===== src/rtl/uart_bus_master.sv =====
// rtl/uart_bus_master.sv - UART-driven system-bus initiator (8N1 command in, response out)
module uart_bus_master #(
    parameter int CLKS_PER_BIT = 868
) (
    input  logic        clk,
    input  logic        rst,
    input  logic        uart_rxd_i,
    output logic        uart_txd_o,
    output logic        system_bus_en,
    output logic        system_bus_rdwr,
    output logic [3:0]  system_bus_mask,
    output logic [31:0] system_bus_addr,
    output logic [31:0] system_bus_wr_data,
    input  logic [31:0] system_bus_rd_data,
    output logic        core_hold,
    output logic        frame_err
);

    localparam int CW = $clog2(CLKS_PER_BIT);
    localparam logic [CW-1:0] BIT_LAST  = CW'(CLKS_PER_BIT - 1);
    localparam logic [CW-1:0] HALF_LAST = CW'(CLKS_PER_BIT / 2 - 1);
    localparam logic [CW-1:0] CNT_ONE   = CW'(1);

    typedef enum logic [2:0] {RX_IDLE, RX_START, RX_DATA, RX_STOP, RX_WAIT_HIGH} rx_state_t;
    typedef enum logic [2:0] {C_IDLE, C_GET_ADDR, C_GET_DATA, C_BUS_REQ, C_BUS_WAIT, C_SEND} cmd_state_t;

    logic            rx_meta_q, rx_sync_q, rx_prev_q;
    rx_state_t       rx_state_q;
    logic [CW-1:0]   rx_cnt_q;
    logic [2:0]      rx_bit_q;
    logic [7:0]      rx_shift_q;
    logic            rx_valid_q, frame_err_q;

    logic            tx_active_q, txd_q;
    logic [8:0]      tx_shift_q;
    logic [CW-1:0]   tx_cnt_q;
    logic [3:0]      tx_left_q;
    logic            tx_done, tx_idle, tx_load;

    cmd_state_t      cmd_state_q;
    logic            is_write_q, core_hold_q;
    logic [1:0]      byte_cnt_q;
    logic [31:0]     cmd_addr_q, resp_q;
    logic [23:0]     cmd_data_q;
    logic [2:0]      resp_left_q;
    logic            bus_en_q, bus_rdwr_q;
    logic [3:0]      bus_mask_q;
    logic [31:0]     bus_addr_q, bus_wr_data_q;
    logic [31:0]     addr_shift_d, data_shift_d;

    assign addr_shift_d = {cmd_addr_q[23:0], rx_shift_q};
    assign data_shift_d = {cmd_data_q, rx_shift_q};

    // The last stop-bit cycle counts as idle so back-to-back bytes keep exact 10-bit frames
    assign tx_done = tx_active_q && (tx_cnt_q == BIT_LAST) && (tx_left_q == 4'd0);
    assign tx_idle = !tx_active_q || tx_done;
    assign tx_load = (cmd_state_q == C_SEND) && tx_idle && (resp_left_q != 3'd0);

    // Two-flop synchroniser plus a delayed copy for falling-edge detection
    always_ff @(posedge clk or posedge rst) begin
        if (rst) begin
            rx_meta_q <= 1'b1;
            rx_sync_q <= 1'b1;
            rx_prev_q <= 1'b1;
        end else begin
            rx_meta_q <= uart_rxd_i;
            rx_sync_q <= rx_meta_q;
            rx_prev_q <= rx_sync_q;
        end
    end

    // RX framer: start-bit glitch filter, mid-bit sampling, stop-bit check
    always_ff @(posedge clk or posedge rst) begin
        if (rst) begin
            rx_state_q  <= RX_IDLE;
            rx_cnt_q    <= '0;
            rx_bit_q    <= 3'd0;
            rx_shift_q  <= 8'd0;
            rx_valid_q  <= 1'b0;
            frame_err_q <= 1'b0;
        end else begin
            rx_valid_q  <= 1'b0;
            frame_err_q <= 1'b0;
            case (rx_state_q)
                RX_IDLE: begin
                    if (rx_prev_q && !rx_sync_q) begin
                        rx_state_q <= RX_START;
                        rx_cnt_q   <= '0;
                    end
                end
                RX_START: begin
                    if (rx_cnt_q == HALF_LAST) begin
                        rx_cnt_q   <= '0;
                        rx_bit_q   <= 3'd0;
                        rx_state_q <= rx_sync_q ? RX_IDLE : RX_DATA;
                    end else begin
                        rx_cnt_q <= rx_cnt_q + CNT_ONE;
                    end
                end
                RX_DATA: begin
                    if (rx_cnt_q == BIT_LAST) begin
                        rx_cnt_q   <= '0;
                        rx_shift_q <= {rx_sync_q, rx_shift_q[7:1]};
                        if (rx_bit_q == 3'd7) rx_state_q <= RX_STOP;
                        else                  rx_bit_q   <= rx_bit_q + 3'd1;
                    end else begin
                        rx_cnt_q <= rx_cnt_q + CNT_ONE;
                    end
                end
                RX_STOP: begin
                    if (rx_cnt_q == BIT_LAST) begin
                        rx_cnt_q <= '0;
                        if (rx_sync_q) begin
                            rx_valid_q <= 1'b1;
                            rx_state_q <= RX_IDLE;
                        end else begin
                            frame_err_q <= 1'b1;
                            rx_state_q  <= RX_WAIT_HIGH;
                        end
                    end else begin
                        rx_cnt_q <= rx_cnt_q + CNT_ONE;
                    end
                end
                RX_WAIT_HIGH: begin
                    if (rx_sync_q) rx_state_q <= RX_IDLE;
                end
                default: rx_state_q <= RX_IDLE;
            endcase
        end
    end

    // TX serialiser: start bit on load, then 8 data bits and the stop bit from the shift register
    always_ff @(posedge clk or posedge rst) begin
        if (rst) begin
            txd_q       <= 1'b1;
            tx_active_q <= 1'b0;
            tx_shift_q  <= '1;
            tx_cnt_q    <= '0;
            tx_left_q   <= 4'd0;
        end else if (tx_load) begin
            txd_q       <= 1'b0;
            tx_shift_q  <= {1'b1, resp_q[31:24]};
            tx_cnt_q    <= '0;
            tx_left_q   <= 4'd9;
            tx_active_q <= 1'b1;
        end else if (tx_active_q) begin
            if (tx_cnt_q == BIT_LAST) begin
                tx_cnt_q <= '0;
                if (tx_left_q == 4'd0) begin
                    tx_active_q <= 1'b0;
                end else begin
                    txd_q      <= tx_shift_q[0];
                    tx_shift_q <= {1'b1, tx_shift_q[8:1]};
                    tx_left_q  <= tx_left_q - 4'd1;
                end
            end else begin
                tx_cnt_q <= tx_cnt_q + CNT_ONE;
            end
        end
    end

    // Command FSM: collects opcode/address/data, issues one bus cycle, queues the reply
    always_ff @(posedge clk or posedge rst) begin
        if (rst) begin
            cmd_state_q   <= C_IDLE;
            is_write_q    <= 1'b0;
            core_hold_q   <= 1'b0;
            byte_cnt_q    <= 2'd0;
            cmd_addr_q    <= 32'd0;
            cmd_data_q    <= 24'd0;
            resp_q        <= 32'd0;
            resp_left_q   <= 3'd0;
            bus_en_q      <= 1'b0;
            bus_rdwr_q    <= 1'b0;
            bus_mask_q    <= 4'd0;
            bus_addr_q    <= 32'd0;
            bus_wr_data_q <= 32'd0;
        end else begin
            case (cmd_state_q)
                C_IDLE: begin
                    if (rx_valid_q) begin
                        if (rx_shift_q == 8'h57 || rx_shift_q == 8'h52) begin
                            is_write_q  <= (rx_shift_q == 8'h57);
                            core_hold_q <= 1'b1;
                            byte_cnt_q  <= 2'd0;
                            cmd_state_q <= C_GET_ADDR;
                        end else begin
                            resp_q      <= {8'h3F, 24'd0};
                            resp_left_q <= 3'd1;
                            cmd_state_q <= C_SEND;
                        end
                    end
                end
                C_GET_ADDR: begin
                    if (rx_valid_q) begin
                        cmd_addr_q <= addr_shift_d;
                        byte_cnt_q <= byte_cnt_q + 2'd1;
                        if (byte_cnt_q == 2'd3) begin
                            if (is_write_q) begin
                                cmd_state_q <= C_GET_DATA;
                            end else begin
                                bus_en_q    <= 1'b1;
                                bus_rdwr_q  <= 1'b0;
                                bus_mask_q  <= 4'b1111;
                                bus_addr_q  <= {addr_shift_d[31:2], 2'b00};
                                cmd_state_q <= C_BUS_REQ;
                            end
                        end
                    end
                end
                C_GET_DATA: begin
                    if (rx_valid_q) begin
                        cmd_data_q <= data_shift_d[23:0];
                        byte_cnt_q <= byte_cnt_q + 2'd1;
                        if (byte_cnt_q == 2'd3) begin
                            bus_en_q      <= 1'b1;
                            bus_rdwr_q    <= 1'b1;
                            bus_mask_q    <= 4'b1111;
                            bus_addr_q    <= {cmd_addr_q[31:2], 2'b00};
                            bus_wr_data_q <= data_shift_d;
                            cmd_state_q   <= C_BUS_REQ;
                        end
                    end
                end
                C_BUS_REQ: begin
                    bus_en_q    <= 1'b0;
                    cmd_state_q <= C_BUS_WAIT;
                end
                C_BUS_WAIT: begin
                    core_hold_q <= 1'b0;
                    if (is_write_q) begin
                        resp_q      <= {8'h4B, 24'd0};
                        resp_left_q <= 3'd1;
                    end else begin
                        resp_q      <= system_bus_rd_data;
                        resp_left_q <= 3'd4;
                    end
                    cmd_state_q <= C_SEND;
                end
                C_SEND: begin
                    if (tx_load) begin
                        resp_q      <= {resp_q[23:0], 8'd0};
                        resp_left_q <= resp_left_q - 3'd1;
                    end else if (resp_left_q == 3'd0 && tx_idle) begin
                        cmd_state_q <= C_IDLE;
                    end
                end
                default: cmd_state_q <= C_IDLE;
            endcase
        end
    end

    assign uart_txd_o         = txd_q;
    assign system_bus_en      = bus_en_q;
    assign system_bus_rdwr    = bus_rdwr_q;
    assign system_bus_mask    = bus_mask_q;
    assign system_bus_addr    = bus_addr_q;
    assign system_bus_wr_data = bus_wr_data_q;
    assign core_hold          = core_hold_q;
    assign frame_err          = frame_err_q;

endmodule


===== config.mk =====
export PLATFORM = sky130hd
export DESIGN_NAME = uart_bus_master
export DESIGN_NICKNAME = d
export VERILOG_FILES = /design/src/rtl/uart_bus_master.sv
export SDC_FILE = /design/constraint.sdc
export NUM_CORES = 1
export LEC_CHECK = 0
export BUFFER_PORTS_ARGS = -buffer_cell sky130_fd_sc_hd__clkbuf_2
export CAP_MARGIN = 25
export CORE_MARGIN = 2
export CORE_UTILIZATION = 40
export CTS_BUF_LIST = sky130_fd_sc_hd__clkbuf_4
export CTS_CLUSTER_DIAMETER = 120
export CTS_CLUSTER_SIZE = 16
export DETAILED_ROUTE_END_ITERATION = 7
export HOLD_SLACK_MARGIN = 0.05
export PLACE_DENSITY_LB_ADDON = 0.2
export SLEW_MARGIN = 20
export SYNTH_ARGS = -nofsm -noshare
export SYNTH_HDL_FRONTEND = slang
export SYNTH_SLANG_ARGS = --single-unit

===== constraint.sdc =====
create_clock -name clk -period 7.1 [get_ports clk]
set_input_delay 0.71 -clock clk [delete_from_list [all_inputs] [get_ports clk]]
set_output_delay 0.71 -clock clk [all_outputs]
set_load 0.01 [all_outputs]

* Yosys cells after proc, flatten, opt, wreduce, memory -nomap -nowiden
Cells that the tools add are included.
** Word-level totals
- Bits of input ports :: 35
- Register bits :: 222
- Word-level logic and storage cells :: 201
- Output and inout bits :: 73
** Cells by class
- Equality and inequality tests :: 36
- Reductions and logical operators :: 41
- $add $sub $neg :: 6
- Muxes and demuxes :: 91
** Operators with widths (number)
- two-way mux 32 bit :: 9
- one-hot mux 32 bit (3 select lines) :: 1
- two-way mux 3 bit :: 22
- one-hot mux 32 bit (2 select lines) :: 1
- two-way mux 10 bit :: 6
- two-way mux 4 bit :: 9
- two-way mux 9 bit :: 4
- != test 2 bit, second input constant :: 18
- one-hot mux 10 bit (3 select lines) :: 1
- two-way mux 1 bit :: 25
- adder 10 x 1 -> 10 bit, second input constant :: 2
- equality test 10 bit, second input constant :: 2
- one-hot mux 3 bit (6 select lines) :: 1
- AND reduction 6 bit :: 3
- equality test 8 x 7 -> 1 bit, second input constant :: 2
- one-hot mux 3 bit (5 select lines) :: 1
- equality test 3 x 2 -> 1 bit, second input constant :: 4
- equality test 3 bit, second input constant :: 4
- AND reduction 3 bit :: 4
- AND reduction 4 bit :: 3
- nonzero test 2 bit :: 6
- nonzero test 3 bit :: 4
- equality test 10 x 9 -> 1 bit, second input constant :: 1
- logical NOT 3 bit :: 3
- other kinds (21) :: 38

* Longest topological paths before layout
- Word-level depth :: 8
- Gate-level depth with buffers :: 9
- Depth with buffers taken out :: 8

* Worst setup path after synthesis
Ideal clock, no wire load.
- Kind :: register to register
- Start :: register tx_left_q[0]
- End :: register resp_q[1]
- Library setup time :: 0.121 ns
- Required time :: 6.979 ns
- Arrival :: 2.006 ns
- Path buffers :: 2
- Cell stages (with the launch flop) :: 9
- Clock period less this slack :: 2.127 ns
- Setup slack :: 4.973 ns
- Cell sequence :: dfrtp_1 inv_1 ha_1 or3b_1 buf_2 o41ai_4 o221ai_2 buf_2 a22o_1
** Between the ends
- Longest elaborated chain between the ends :: 7
** RTL lines
- start: declaration :: line 37 : logic [3:0] tx_left_q;
- start signal: assignment :: line 154 : tx_left_q <= tx_left_q - 4'd1;
- logical NOT 4 bit :: line 55 : assign tx_done = tx_active_q && (tx_cnt_q == BIT_LAST) && (tx_left_q == 4'd0);
- logical AND 1 bit :: line 55
- logical OR 1 bit :: line 56 : assign tx_idle = !tx_active_q || tx_done;
- logical AND 1 bit (2 in series) :: line 57 : assign tx_load = (cmd_state_q == C_SEND) && tx_idle && (resp_left_q != 3'd0);
- != test 2 bit (no source line)
- AND reduction 4 bit (no source line)
- end signal: assignment :: line 188 : resp_q <= {8'h3F, 24'd0};
- end signal: assignment :: line 232 : resp_q <= {8'h4B, 24'd0};
- end signal: assignment :: line 235 : resp_q <= system_bus_rd_data;
- end: declaration :: line 43 : logic [31:0] cmd_addr_q, resp_q;
No other way between the ends.
A chain may end at the register's enable or synchronous reset.

* Worst setup path in the final report
- Start :: register cmd_state_q[2]
- End :: register bus_wr_data_q[29], in the netlist system_bus_wr_data[29]
** Between the ends
- Longest elaborated chain between the ends :: 2
** RTL lines
- start: declaration :: line 40 : cmd_state_t cmd_state_q;
- start signal: assignment :: line 165 : cmd_state_q <= C_IDLE;
- start signal: assignment :: line 186 : cmd_state_q <= C_GET_ADDR;
- start signal: assignment :: line 190 : cmd_state_q <= C_SEND;
- equality test 3 x 2 -> 1 bit :: line 179 : case (cmd_state_q)
- AND reduction 3 bit (no source line)
- end signal: assignment :: line 220 : bus_wr_data_q <= data_shift_d;
- end: declaration :: line 48 : logic [31:0] bus_addr_q, bus_wr_data_q;
No other way between the ends.

==> implementation parameters <==
Parameter                              Value

Run status
  Result of the run    finished clean

Synth
  Library cells used by synthesis    68
  Top cell types by occurrence after synthesis    dfrtp_1 (204), nand2_1 (99), mux2_2 (97)
  Synth area leaders    dfrtp_1 (54%), mux2_2 (12%), nand2_1 (3.9%), mux2i_1 (3.4%), dfstp_2 (3.3%)
  Register area share after synthesis    57.19%
  Combined area of all synthesized cells    9478 um^2
  Number of synthesis warnings    0
  Flip-flop and latch count after synthesis    216
  Cell type with the largest total area after synthesis    dfrtp_1
  Number of flops mapped to enable cells by yosys    0
  Mean instance size in the synthesized netlist    11.67 um^2
  Area share of the leading cell type in the synthesized netlist    53.86%
  Main synth FF type    dfrtp_1
  Proportion of register bits with asynchronous set or reset after synthesis    100.0%
  Most numerous cell in the Yosys netlist    dfrtp_1
  Synthesized netlist cell count    812

Critical path
  Sort of element at the end of the critical path    flop
  Crit path max-delay cell type    dfrtp_1
  Count of buffer and inverter cells on the critical path    2
  Ordered list of cells on the worst path    nand2b_1 > nor2_2 > buf_4 > nand2_1 > buf_4 > mux2_2
  Required @ worst endpoint    7.62 ns
  Delay of the slowest cell on the worst path    1.01 ns
  Category of the critical setup timing path    flop to flop
  Gate family responsible for the most delay along the worst path    flip-flops
  Arrival time at the worst endpoint    3.58 ns
  Largest driver fanout on the critical path    30
  CP dominant cell by count    buf_4
  Critical Path Source Type    flop

STA
  Top achievable clock speed    327.3 MHz
  Part of the cycle the worst path needs    43.04%
  Setup repair after global routing missed its margin    no
  Final-layout setup total negative slack    0 ns
  Final-report setup violation count    0
  Headroom to the max-slew limit    35.92%
  Final Hold Vio Count    0
  Final number of max-transition violations    0
  Shortest period the worst path allows    3.056 ns
  Setup skew after layout    0.04051 ns
  Worst slew pin tran    0.9611 ns
  Worst hold slack    0.1332 ns

Clocking
  Clock insertion delay at the later pin of the skew report    0.66 ns
  Depth of the CTS H-tree    1
  Clock sink total    216
  Buffers inserted during post-CTS setup optimization    0
  CTS tree    done
  CTS clock-pin slew for the worst setup and hold paths    0.16 ns
  Post_cts resized    0
  Clock Tree Buf Depth    3
  Root buffer cell    clkbuf_4
  Clock buffers created by TritonCTS    17
  Hold_buf cts    0

Place
  Port bufs    105
  Half-perimeter wire length after placement    12240 um
  Area after DPL    10310 um^2
  Final estimated routing congestion in global placement    0.7773

Flow run
  Max-cap violation count    0

Detailed routing
  Antenna-violating nets left    0
  Routed vias/inst    5.095
  Number of DRC violations after detailed-routing iteration 0    315
  Total detailed-routing wirelength    18910 um
  Number of search-and-repair iterations in the first detailed-routing pass    4
  DRC violation count after routing    0
  WL/cell    15.49 um
  Vias after detailed routing    6221

Power
  Leakage power total    4.915 nW
  Worst IR Drop VDD    0.0001429 V
  Power density over cell area    179.0 nW/um^2
  Overall power    1.878 mW

Cells and area
  Synthesis-to-finish area growth    10.72%
  Share of post-route cells with drive strength above 1    29.14%
  Fraction of the core area covered by cells at the end of the flow    44.98%
  Number of nets in the final layout    939
  Filler cell count in the final layout    2224
  Summed area of non-filler cells in the final layout    10490 um^2

Global route
  Global route overflow    0
  First-pass GRT wire length    32020 um
  Antenna violations before repair    3
  Aggregate global-route resource usage    15.69%
  Maximum number of pins on one net before global-route repair    150
  Vias in the first global route    6056

Die
  Total Die Area    24940 um^2
  Boundary pin count    108
  Vert. Die Dim    157.9 um
  Initial Utilization    40.62%
  Overall die width    157.9 um
  Std cell rows    56
  Core Region    23330 um^2

Worst hold path
  Class of the worst hold path    input pin to async pin
layout by cell type, fill, tap and decap left out, types with 4 or more instances in the layout:
master,count
a32oi_1,6
nand2_1,99
a21oi_1,16
xnor2_1,4
o21ai_1,19
o22ai_1,5
nand3_1,9
mux2_2,97
clkbuf_4,21
clkbuf_2,105
a31oi_1,11
a22o_1,11
mux2i_1,32
nor3_1,14
and3_1,4
nor2_1,29
buf_4,5
xor2_1,5
dfrtp_1,204
dfstp_2,12
or3_1,6
nand2b_1,6
a22oi_1,22
o21ai_0,61
ha_1,9
inv_1,16
sequential cells by signal (all words and copies together) (netlist names), 4 cells and up:
signal,count
tx_shift_q,8
cmd_data_q,24
tx_left_q,4
tx_cnt_q,10
system_bus_wr_data,32
rx_shift_q,8
system_bus_addr,30
resp_q,32
rx_cnt_q,10
cmd_addr_q,32
worst register-to-register path: stages, from the launching register on:
cell	delay [ns]
dfrtp_1	1.01
nand2b_1	0.39
nor2_2	0.07
buf_4	0.24
nand2_1	0.48
buf_4	0.37
mux2_2	0.38
stage by stage:
| step | cells | setup slack, ns |
|---|---|---|
| after floorplan | 813 | 0.5022 |
| after global placement | 1193 | 4.123 |
| after detailed placement | 1195 | 4.098 |
| after CTS | 1218 | 4.074 |
| after global routing | 1220 | 3.774 |
| final | 1221 | 4.044 |
path summary, 6_finish.rpt:
check | slack [ns] | end | start | cells past startpoint
min | 0.13 | rx_bit_q[0] | rst | 2
max | 4.04 | system_bus_wr_data[29] | cmd_state_q[2] | 6
min reg2reg | 0.37 | rx_sync_q | rx_meta_q | 0
max in group asynchronous | 5.62 | core_hold | rst | 3
min in group clk | 0.14 | rx_meta_q | uart_rxd_i | 1
max reg2reg | 4.04 | system_bus_wr_data[29] | cmd_state_q[2] | 6
power by group:
| group | internal (mW) | total [mW] | leakage (nW) | switching, mW |
|---|---|---|---|---|
| clock network | 0.140 | 0.527 | 0.105 | 0.387 |
| registers | 1.25 | 1.27 | 2.84 | 0.0254 |
| logic | 0.0289 | 0.0761 | 1.97 | 0.0472 |
per-layer routing:
metal | global-route usage (%) | share of wire, % | up-vias
met5 | 0 | 0 | -
met4 | 3.732 | 1.7 | 0
met3 | 2.409 | 3.4 | 24
met2 | 24.39 | 45 | 77
met1 | 23.16 | 50 | 3043
li1 | - | - | 3077
cells by family (layout without fill, tap and decap cells):
| family | count (synthesis) | in the layout | share of synthesized area [%] |
|---|---|---|---|
| and+or+nand+nor | 200 | 200 | 10.06 |
| AOI/OAI and AO/OA | 181 | 181 | 12.69 |
| DFF | 216 | 216 | 57.19 |
| buffers and inverters | 67 | 153 | 3.102 |
| xor gates and xnor gates | 9 | 9 | 0.8316 |
| adders and majority gates | 9 | 9 | 1.188 |
| other | 1 | 5 | 0.03957 |
| muxes | 129 | 129 | 14.90 |
cell type report:
type                       instances  area (um^2)  area share, %
sequential                       216         5420          51.65
multi-input combinational        530         3799          36.20
timing repair buffer             112        618.1          5.890
tap                              319        399.1          3.804
clock buffer                      21        157.7          1.502
inverter                          18        80.08         0.7631
clock inverter                     2        12.51         0.1192
antenna                            3        7.507        0.07154
(Power assumes the default switching activity.)
